## src/rtl/mul_issue_queue.sv

```systemverilog
`default_nettype none
// ============================================================================
// Module      : mul_issue_queue
// Description : Tagged operand FIFO and one-at-a-time issue controller for
//               the iterative 32x32 multiplier. Optional completion watchdog
//               enabled by defining MUL_ISSUE_TIMEOUT_EN.
// Revision    : 1.0 - initial release
// ============================================================================
module mul_issue_queue #(
    parameter int DEPTH = 4,
    parameter int TAG_W = 4
) (
    input  logic             clk,
    input  logic             rst,
    input  logic             in_valid,
    output logic             in_ready,
    input  logic [31:0]      in_a,
    input  logic [31:0]      in_b,
    input  logic [TAG_W-1:0] in_tag,
    output logic             mul_valid_in,
    output logic [31:0]      mul_a,
    output logic [31:0]      mul_b,
    input  logic             mul_valid_out,
    input  logic [63:0]      mul_r,
    output logic             out_valid,
    input  logic             out_ready,
    output logic [63:0]      out_r,
    output logic [TAG_W-1:0] out_tag,
    output logic             out_err,
    output logic             busy
);

    localparam int                 c_PTR_W   = $clog2(DEPTH);
    localparam logic [c_PTR_W-1:0] c_PTR_ONE = c_PTR_W'(1);
    localparam logic [c_PTR_W:0]   c_CNT_ONE = (c_PTR_W + 1)'(1);
    localparam logic [c_PTR_W:0]   c_CNT_FULL = (c_PTR_W + 1)'(DEPTH);

    localparam logic [1:0] c_ST_IDLE = 2'd0;
    localparam logic [1:0] c_ST_WAIT = 2'd1;
    localparam logic [1:0] c_ST_HOLD = 2'd2;

    logic [31:0]      r_mem_a_q   [DEPTH];
    logic [31:0]      r_mem_b_q   [DEPTH];
    logic [TAG_W-1:0] r_mem_tag_q [DEPTH];

    logic [c_PTR_W-1:0] r_wr_ptr_q, w_wr_ptr_d;
    logic [c_PTR_W-1:0] r_rd_ptr_q, w_rd_ptr_d;
    logic [c_PTR_W:0]   r_count_q,  w_count_d;
    logic [1:0]         r_state_q,  w_state_d;
    logic [TAG_W-1:0]   r_tag_q,    w_tag_d;
    logic               r_mul_valid_q, w_mul_valid_d;
    logic [31:0]        r_mul_a_q,  w_mul_a_d;
    logic [31:0]        r_mul_b_q,  w_mul_b_d;
    logic               r_out_valid_q, w_out_valid_d;
    logic [63:0]        r_out_r_q,  w_out_r_d;
    logic [TAG_W-1:0]   r_out_tag_q, w_out_tag_d;
`ifdef MUL_ISSUE_TIMEOUT_EN
    // Value seen on the 20th WAIT cycle: the count reaches 20 at that edge.
    localparam logic [4:0] c_WDOG_LAST = 5'd19;
    logic               r_out_err_q, w_out_err_d;
    logic [4:0]         r_wdog_q,   w_wdog_d;
`endif

    logic w_full, w_empty, w_push, w_pop;

    assign w_full   = (r_count_q == c_CNT_FULL);
    assign w_empty  = (r_count_q == '0);
    assign w_push   = in_valid && !w_full;
    assign in_ready = !w_full;

    // Operand storage needs no reset: entries are only read once pushed.
    always_ff @(posedge clk) begin
        if (w_push) begin
            r_mem_a_q[r_wr_ptr_q]   <= in_a;
            r_mem_b_q[r_wr_ptr_q]   <= in_b;
            r_mem_tag_q[r_wr_ptr_q] <= in_tag;
        end
    end

    always_comb begin
        w_wr_ptr_d    = r_wr_ptr_q;
        w_rd_ptr_d    = r_rd_ptr_q;
        w_count_d     = r_count_q;
        w_state_d     = r_state_q;
        w_tag_d       = r_tag_q;
        w_mul_valid_d = 1'b0;
        w_mul_a_d     = r_mul_a_q;
        w_mul_b_d     = r_mul_b_q;
        w_out_valid_d = r_out_valid_q;
        w_out_r_d     = r_out_r_q;
        w_out_tag_d   = r_out_tag_q;
        w_pop         = 1'b0;
`ifdef MUL_ISSUE_TIMEOUT_EN
        w_out_err_d   = r_out_err_q;
        w_wdog_d      = r_wdog_q;
`endif
        case (r_state_q)
            c_ST_IDLE: begin
                if (!w_empty) begin
                    w_pop         = 1'b1;
                    w_mul_valid_d = 1'b1;
                    w_mul_a_d     = r_mem_a_q[r_rd_ptr_q];
                    w_mul_b_d     = r_mem_b_q[r_rd_ptr_q];
                    w_tag_d       = r_mem_tag_q[r_rd_ptr_q];
                    w_state_d     = c_ST_WAIT;
`ifdef MUL_ISSUE_TIMEOUT_EN
                    w_wdog_d      = 5'd0;
`endif
                end
            end
            c_ST_WAIT: begin
                // A completion pulse wins over a watchdog expiry in the same cycle.
                if (mul_valid_out) begin
                    w_out_r_d     = mul_r;
                    w_out_tag_d   = r_tag_q;
                    w_out_valid_d = 1'b1;
                    w_state_d     = c_ST_HOLD;
`ifdef MUL_ISSUE_TIMEOUT_EN
                    w_out_err_d   = 1'b0;
                end else if (r_wdog_q == c_WDOG_LAST) begin
                    w_out_r_d     = 64'd0;
                    w_out_tag_d   = r_tag_q;
                    w_out_err_d   = 1'b1;
                    w_out_valid_d = 1'b1;
                    w_state_d     = c_ST_HOLD;
                end else begin
                    w_wdog_d      = r_wdog_q + 5'd1;
`endif
                end
            end
            c_ST_HOLD: begin
                if (out_ready) begin
                    w_out_valid_d = 1'b0;
                    w_state_d     = c_ST_IDLE;
                end
            end
            default: w_state_d = c_ST_IDLE;
        endcase

        if (w_push) w_wr_ptr_d = r_wr_ptr_q + c_PTR_ONE;
        if (w_pop)  w_rd_ptr_d = r_rd_ptr_q + c_PTR_ONE;
        case ({w_push, w_pop})
            2'b10:   w_count_d = r_count_q + c_CNT_ONE;
            2'b01:   w_count_d = r_count_q - c_CNT_ONE;
            default: w_count_d = r_count_q;
        endcase
    end

    always_ff @(posedge clk or posedge rst) begin
        if (rst) begin
            r_wr_ptr_q    <= '0;
            r_rd_ptr_q    <= '0;
            r_count_q     <= '0;
            r_state_q     <= c_ST_IDLE;
            r_tag_q       <= '0;
            r_mul_valid_q <= 1'b0;
            r_mul_a_q     <= 32'd0;
            r_mul_b_q     <= 32'd0;
            r_out_valid_q <= 1'b0;
            r_out_r_q     <= 64'd0;
            r_out_tag_q   <= '0;
`ifdef MUL_ISSUE_TIMEOUT_EN
            r_out_err_q   <= 1'b0;
            r_wdog_q      <= 5'd0;
`endif
        end else begin
            r_wr_ptr_q    <= w_wr_ptr_d;
            r_rd_ptr_q    <= w_rd_ptr_d;
            r_count_q     <= w_count_d;
            r_state_q     <= w_state_d;
            r_tag_q       <= w_tag_d;
            r_mul_valid_q <= w_mul_valid_d;
            r_mul_a_q     <= w_mul_a_d;
            r_mul_b_q     <= w_mul_b_d;
            r_out_valid_q <= w_out_valid_d;
            r_out_r_q     <= w_out_r_d;
            r_out_tag_q   <= w_out_tag_d;
`ifdef MUL_ISSUE_TIMEOUT_EN
            r_out_err_q   <= w_out_err_d;
            r_wdog_q      <= w_wdog_d;
`endif
        end
    end

    assign mul_valid_in = r_mul_valid_q;
    assign mul_a        = r_mul_a_q;
    assign mul_b        = r_mul_b_q;
    assign out_valid    = r_out_valid_q;
    assign out_r        = r_out_r_q;
    assign out_tag      = r_out_tag_q;
`ifdef MUL_ISSUE_TIMEOUT_EN
    assign out_err      = r_out_err_q;
`else
    assign out_err      = 1'b0;
`endif
    assign busy         = !w_empty || (r_state_q != c_ST_IDLE);

endmodule
`default_nettype wire
```

## config.mk

```make
export PLATFORM = sky130hd
export DESIGN_NAME = mul_issue_queue
export DESIGN_NICKNAME = d
export VERILOG_FILES = /design/src/rtl/mul_issue_queue.sv
export SDC_FILE = /design/constraint.sdc
export NUM_CORES = 1
export LEC_CHECK = 0
export CAP_MARGIN = 20
export CORE_ASPECT_RATIO = 1.2
export CORE_MARGIN = 2
export CORE_UTILIZATION = 56
export CTS_CLUSTER_SIZE = 12
export DETAILED_ROUTE_END_ITERATION = 8
export PLACE_DENSITY = 0.84
export SYNTH_ARGS = -nofsm -noshare
export SYNTH_HDL_FRONTEND = slang
export SYNTH_SLANG_ARGS = --single-unit
```

## constraint.sdc

```tcl
create_clock -name clk -period 12.9 [get_ports clk]
set_input_delay 1.29 -clock clk [delete_from_list [all_inputs] [get_ports clk]]
set_output_delay 1.29 -clock clk [all_outputs]
set_load 0.02 [all_outputs]
```

==> results of run 1 <==
[worst max-delay path, delay by kind of cell (launching register included)]
kind | cells | cell delay (ns)
buffers and inverters | 1 | 0.56
flip-flops | 1 | 0.39
AND/OR/NAND/NOR | 2 | 0.62
[cells by family after synthesis]
kind of cell | share of synthesized area [%]
compound gates | 0.178
xor+xnor | 0.340
fa+ha+maj | 0.535
buf+inv | 1.67
flops | 76.7
mux | 19.9
other cells | 0.0243
simple gates | 0.608
[layout make-up]
class	instances	area share [%]
inverter	9	0.196
timing repair buffer	275	14.0
antenna	1	0.0127
sequential	419	60.0
tap	340	2.15
clock buffer	71	6.18
multi-input combinational	240	17.1
clock inverter	5	0.348
[per-stage QoR]
step | utilization [%] | hold slack (ns) | worst slack, ns | instance area [um2] | std cells
after floorplan | - | 0.448 | 7.66 | 15400 | 699
after global placement | 68.0 | 0.463 | 9.44 | 18400 | 1282
after detailed placement | 68.0 | 0.476 | 9.38 | 18400 | 1282
after CTS | 72.8 | 0.488 | 9.47 | 19700 | 1358
after global routing | 72.9 | 0.507 | 9.43 | 19700 | 1360
final | 72.9 | 0.482 | 9.51 | 19700 | 1360
[worst max path at each step]
stage	start	slack [ns]	end
final	r_count_q[1]	9.51	busy
after global routing	r_count_q[1]	9.43	busy
after CTS	r_count_q[1]	9.47	busy
after detailed placement	rst	9.38	r_rd_ptr_q[1]
after global placement	rst	9.44	r_rd_ptr_q[1]
after floorplan	rst	7.66	mul_a[0]
[power breakdown]
part | internal, uW | total, uW | switching, uW | leakage (uW)
clock network | 666 | 1140 | 474 | 0.000623
registers | 1880 | 2130 | 248 | 0.00422
logic | 962 | 1790 | 828 | 0.00225
total | 3510 | 5060 | 1550 | 0.00709
[cells in the mapped netlist (all sizes together) (2+ instances only)]
cell,number
and3,4
ha,5
clkbuf,5
nor2,3
nand2,4
a21oi,2
mux4,68
nand3,2
o21ai,2
buf,26
inv,9
xnor2,4
dfrtp,147
xor2,2
edfxtp,272
mux2,137
[placed cells by master (no fill, tap or decap), types with 4 or more instances in the layout]
| cell type | synthesis | layout |
|---|---|---|
| clkbuf_1 | 5 | 24 |
| clkbuf_8 | 0 | 4 |
| mux2_2 | 128 | 128 |
| inv_1 | 9 | 8 |
| clkbuf_16 | 0 | 43 |
| dfrtp_1 | 147 | 145 |
| and3_4 | 0 | 4 |
| mux2_1 | 9 | 9 |
| mux4_2 | 68 | 68 |
| xnor2_1 | 4 | 4 |
| ha_1 | 5 | 5 |
| edfxtp_1 | 272 | 272 |
| clkdlybuf4s50_1 | 0 | 272 |
[per-layer routing]
layer	vias up	wire [um]
li1	3335	-
met4	4	564
met3	50	2780
met2	313	16000
met5	-	28
met1	3932	11800
[state kept, by name (all words and copies together), names as in the netlist]
signal and count:
r_mem_a_q 128, r_mem_tag_q 16, mul_b 32, r_state_q 2, mul_a 32, r_rd_ptr_q 2, out_r 64, r_mem_b_q 128
r_wr_ptr_q 2, out_tag 4, r_tag_q 4, out_valid 1, mul_valid_in 1, r_count_q 3
==> flow_summary_export.csv, run 1 <==
group,metric,value,unit
sta,fin_crit,3.39,ns
worst_setup_path,path_class,"reg -> out",
worst_setup_path,slowest_delay,0.56,ns
worst_setup_path,crit_path_top_delay_cell,"clkdlybuf4s50_1",
route,post_drt_wl_per_cell,22.9,um
sta,grt_setup_unrepaired,"false",
route,drt_iter0_drc,390,
route,drc_errors,0,
floorplanning,die_h,186,um
worst_setup_path,worst_ep_required_time,11.61,ns
cells_and_area,final-seq-area,11900,um2
synth,synth_cell_types,27,
sta,finalMaxSlewViolations,0,
worst_setup_path,ff2ff_path_depth,7,
floorplanning,io_pins,274,
route,ant_nets,0,
cts,post_cts_buffers,0,
grt,antenna_found_initial,3,
worst_setup_path,endpoint_kind,"primary output",
grt,grt_usage,21.9,%
route,vias_per_cell,5.61,
cts,cts_tree,"built",
route,vias,7634,
sta,setup_viol,0,
placed_design,port_buffers,272,
cells_and_area,areaGrowthSynthToFinish,27.9,%
grt,grt_pass1_wl,47500,um
grt,use_met1,27.1,%
sta,hold_violations,0,
cells_and_area,fillCellCount,1616,
min_path,hold_path.class,"reg -> reg",
sta,fin_tns_setup,0,ns
grt,use_met3,6.59,%
synth,ys.flop_type,"edfxtp_1",
cts,insertion_delay,0.53,ns
synth,syn_nets,842,
sta,max_freq,295,MHz
floorplanning,start_util,57.0,%
run,cap_viol_max_count,0,
floorplanning,row_count,66,
synth,synth_top_cell_by_area,"edfxtp_1",
worst_setup_path,worstPathArrival,2.10,ns
worst_setup_path,reg2reg_slack,10.05,ns
sta,period_share,26.3,%
grt,grt_max_degree,75,
sta,finClkSkew,0.0175,ns
power,worst_ir_drop_vdd,0.152,mV
cts,path_clk_slew,0.06,ns
min_path,holdPathStages,1,
floorplanning,die_x,156,um
synth,ys_ff_latch,419,
min_path,holdPathEnd,"out_tag[2]",
cells_and_area,drive_above_1_share,25.6,%
power,p_total,5060,uW
route,drt_first_pass_iters,4,
grt,grt-ovfl-total,0,
cells_and_area,multi_input_area,3370,um2
sta,relSlewSlack,26.9,%
cts,cts_resized,0,
synth,yosys_warnings,0,
worst_setup_path,cp_cell_sequence,"or3_1 -> nand2b_1 -> clkdlybuf4s50_1",
synth,async_flop_share,35.1,%
power,power_leakage,0.00709,uW
cts,clk_path_buf_depth,3,
route,drt-total-wl,31200,um
worst_setup_path,worstReg2RegStart,"r_count_q[1]",
synth,synthTopCellsByArea,"edfxtp_1, dfrtp_1, mux4_2",
sta,max_slew.worst_pin.slew,1.10,ns
cts,hold_buffers,0,
power,power_density,256,nW/um2
synth,syn-instance-count,699,
grt,grtUsageMet2,38.2,%
cts,cts-root-buf,"clkbuf_16",
grt,first_global_vias,8134,
cells_and_area,nets,1130,
worst_setup_path,worstReg2RegEnd,"r_count_q[1]",
cts,clock_sinks,419,
synth,yosysSeqAreaShare,76.7,%
status,status,"finished, final reports clean",
floorplanning,dieArea,28900,um2
cts,htree_levels,2,
synth,syn-mean-instance-area,22.1,um2
synth,netlist_area,15400,um2
worst_setup_path,cp_max_fo,4,
cts,cts_made_buffers,42,
synth,yosysTopAreaCellShare,52.9,%
min_path,worstHoldStart,"r_tag_q[2]",
synth,synth_edf_count,272,
placed_design,gp_congestion,0.708,
worst_setup_path,cp-start-kind,"flop",
placed_design,detailed_place_hpwl,19000,um
floorplanning,core-area,27100,um2
grt,top_usage_layer,"met2",
Power figures use the tool's default switching activity.
==> run 2, diff against run 1 <==
Settings changed: CORE_UTILIZATION 56 to 47, PLACE_DENSITY 0.84 to 0.75.
Clock period 12.9 ns to 2.9 ns, I/O delays scaled along.
==> run 2 against run 1 <==
Combinational power grew to 4.6 times the previous value. Count of clock-buffer cells in the layout down 1. Non-clock buffer count grew 17. Largest cell class unchanged. Sequential power grew to 4.3 times the previous value. Critical path depth is the same. Critical endpoint unchanged. Global-route usage fell by 3.3 points. Clock skew fell by 0.0018 ns. Cell count is 6.0% higher. Via count is essentially flat. Worst hold slack got worse by 0.37 ns. Setup slack got worse by 9.1 ns.
==> flow_summary_export.csv, run 2 (synthesized netlist as in run 1, its figures left out) <==
group,metric,value,unit
floorplanning,row_count,72,
worst_setup_path,worstReg2RegEnd,"r_count_q[2]",
cells_and_area,areaGrowthSynthToFinish,29.8,%
worst_setup_path,worstPathArrival,2.17,ns
cts,path_clk_slew,0.06,ns
route,post_drt_wl_per_cell,21.7,um
placed_design,placed_area,18800,um2
worst_setup_path,endpoint_kind,"primary output",
placed_design,detailed_place_hpwl,20000,um
route,drt_iter0_drc,413,
power,worst_ir_drop_vdd,0.859,mV
power,netSwitchingFraction,30.4,%
power,seq_power_share,41.1,%
cts,cts_resized,0,
cts,cts_made_buffers,42,
power,power_leakage,0.00720,uW
worst_setup_path,ff2ff_path_depth,9,
cts,insertion_delay,0.54,ns
power,p_clk_share,22.1,%
cells_and_area,instances_no_fill,1441,
placed_design,dp_cells,1367,
cts,cts_tree,"built",
power,power_density,1120,nW/um2
worst_setup_path,path_class,"reg -> out",
sta,setup_viol,0,
worst_setup_path,worstReg2RegStart,"r_count_q[1]",
grt,grt_usage,18.6,%
sta,fin_crit,2.46,ns
status,status,"finished, final reports clean",
floorplanning,die_x,169,um
sta,finalMaxSlewViolations,0,
cells_and_area,final_cell_mix,"clkdlybuf4s50_1, edfxtp_1, dfrtp_1",
route,vias_per_cell,5.30,
placed_design,pre_cts_slack,0.649,ns
floorplanning,die_h,203,um
cts,clk_path_buf_depth,3,
sta,hold_violations,0,
sta,finClkSkew,0.0156,ns
min_path,hold_path.class,"in -> async",
floorplanning,core-area,32300,um2
run,cap_viol_max_count,0,
grt,grt-ovfl-total,0,
floorplanning,dieArea,34300,um2
sta,timing.hold.ws,0.115,ns
route,drt_first_pass_iters,4,
grt,grt_pass1_wl,48000,um
power,power_frac_comb,36.8,%
cts,htree_levels,2,
sta,max_freq,406,MHz
route,vias,7639,
grt,first_global_vias,8392,
sta,max_slew.worst_pin.slew,0.516,ns
cts,clock_sinks,419,
cells_and_area,drive_above_1_share,26.8,%
grt,antenna_found_initial,3,
sta,relSlewSlack,65.6,%
sta,period_share,84.9,%
floorplanning,io_pins,274,
placed_design,port_buffers,272,
route,drc_errors,0,
worst_setup_path,worst_ep_required_time,2.61,ns
power,intPower,15700,uW
sta,grt_setup_unrepaired,"false",
cts,post_cts_buffers,0,
sta,fin_ws,0.437,ns
worst_setup_path,cp-start-kind,"flop",
sta,fin_tns_setup,0,ns
grt,grt_max_degree,71,
floorplanning,start_util,47.7,%
route,ant_nets,0,
route,drt-total-wl,31200,um
cells_and_area,nets,1147,
worst_setup_path,cp_max_fo,4,
cts,hold_buffers,0,
cts,cts-root-buf,"clkbuf_16",
placed_design,gp_congestion,0.719,
cells_and_area,design_area,20000,um2
worst_setup_path,reg2reg_slack,0.64,ns
power,power_switching,6830,uW
run 2: per-layer routing:
metal	up-vias	track usage (%)	wire, um
met1	3937	22.0	12000
met3	56	6.02	2640
li1	3365	-	-
met4	4	5.25	657
met5	-	0	22
met2	277	32.5	15900
run 2: worst max-delay path by stage:
stage	start	to	slack (ns)
after floorplan	r_count_q[2]	r_mem_a_q[0][0]	0.07
after global placement	r_count_q[1]	r_count_q[2]	0.71
after detailed placement	r_count_q[1]	r_count_q[2]	0.65
after CTS	r_count_q[1]	busy	0.40
after global routing	r_count_q[1]	busy	0.36
final	r_count_q[1]	busy	0.44
run 2: power by group through the flow:
stage	clock [uW]	combinational [uW]	sequential [uW]
floorplan	0	4070	10300
detailed placement	0	8440	9400
finish	4980	8280	9250
global placement	0	8320	9300
global route	5350	8870	9460
CTS	5110	8460	9290
run 2: cell type report:
| type | count | area [um2] |
|---|---|---|
| inverter | 9 | 37.5 |
| clock inverter | 3 | 18.8 |
| multi-input combinational | 240 | 3370 |
| tap | 407 | 509 |
| sequential | 419 | 11900 |
| clock buffer | 70 | 1240 |
| fill | 2299 | 12300 |
| timing repair buffer | 292 | 3010 |
| antenna | 1 | 2.50 |
run 2: per-stage QoR:
step / utilization (%) / total power [uW]
6_report: 62.0 / 22500
5_1_grt: 62.0 / 23700
2_1_floorplan: - / 14300
3_5_place_dp: 58.1 / 17800
4_1_cts: 62.0 / 22900
3_3_place_gp: 58.1 / 17600
run 2: critical path, stage by stage, from the launching register on:
cell and delay, ns:
dfrtp_1 0.40, or3_1 0.45, nand2b_1 0.20, clkdlybuf4s50_1 0.58
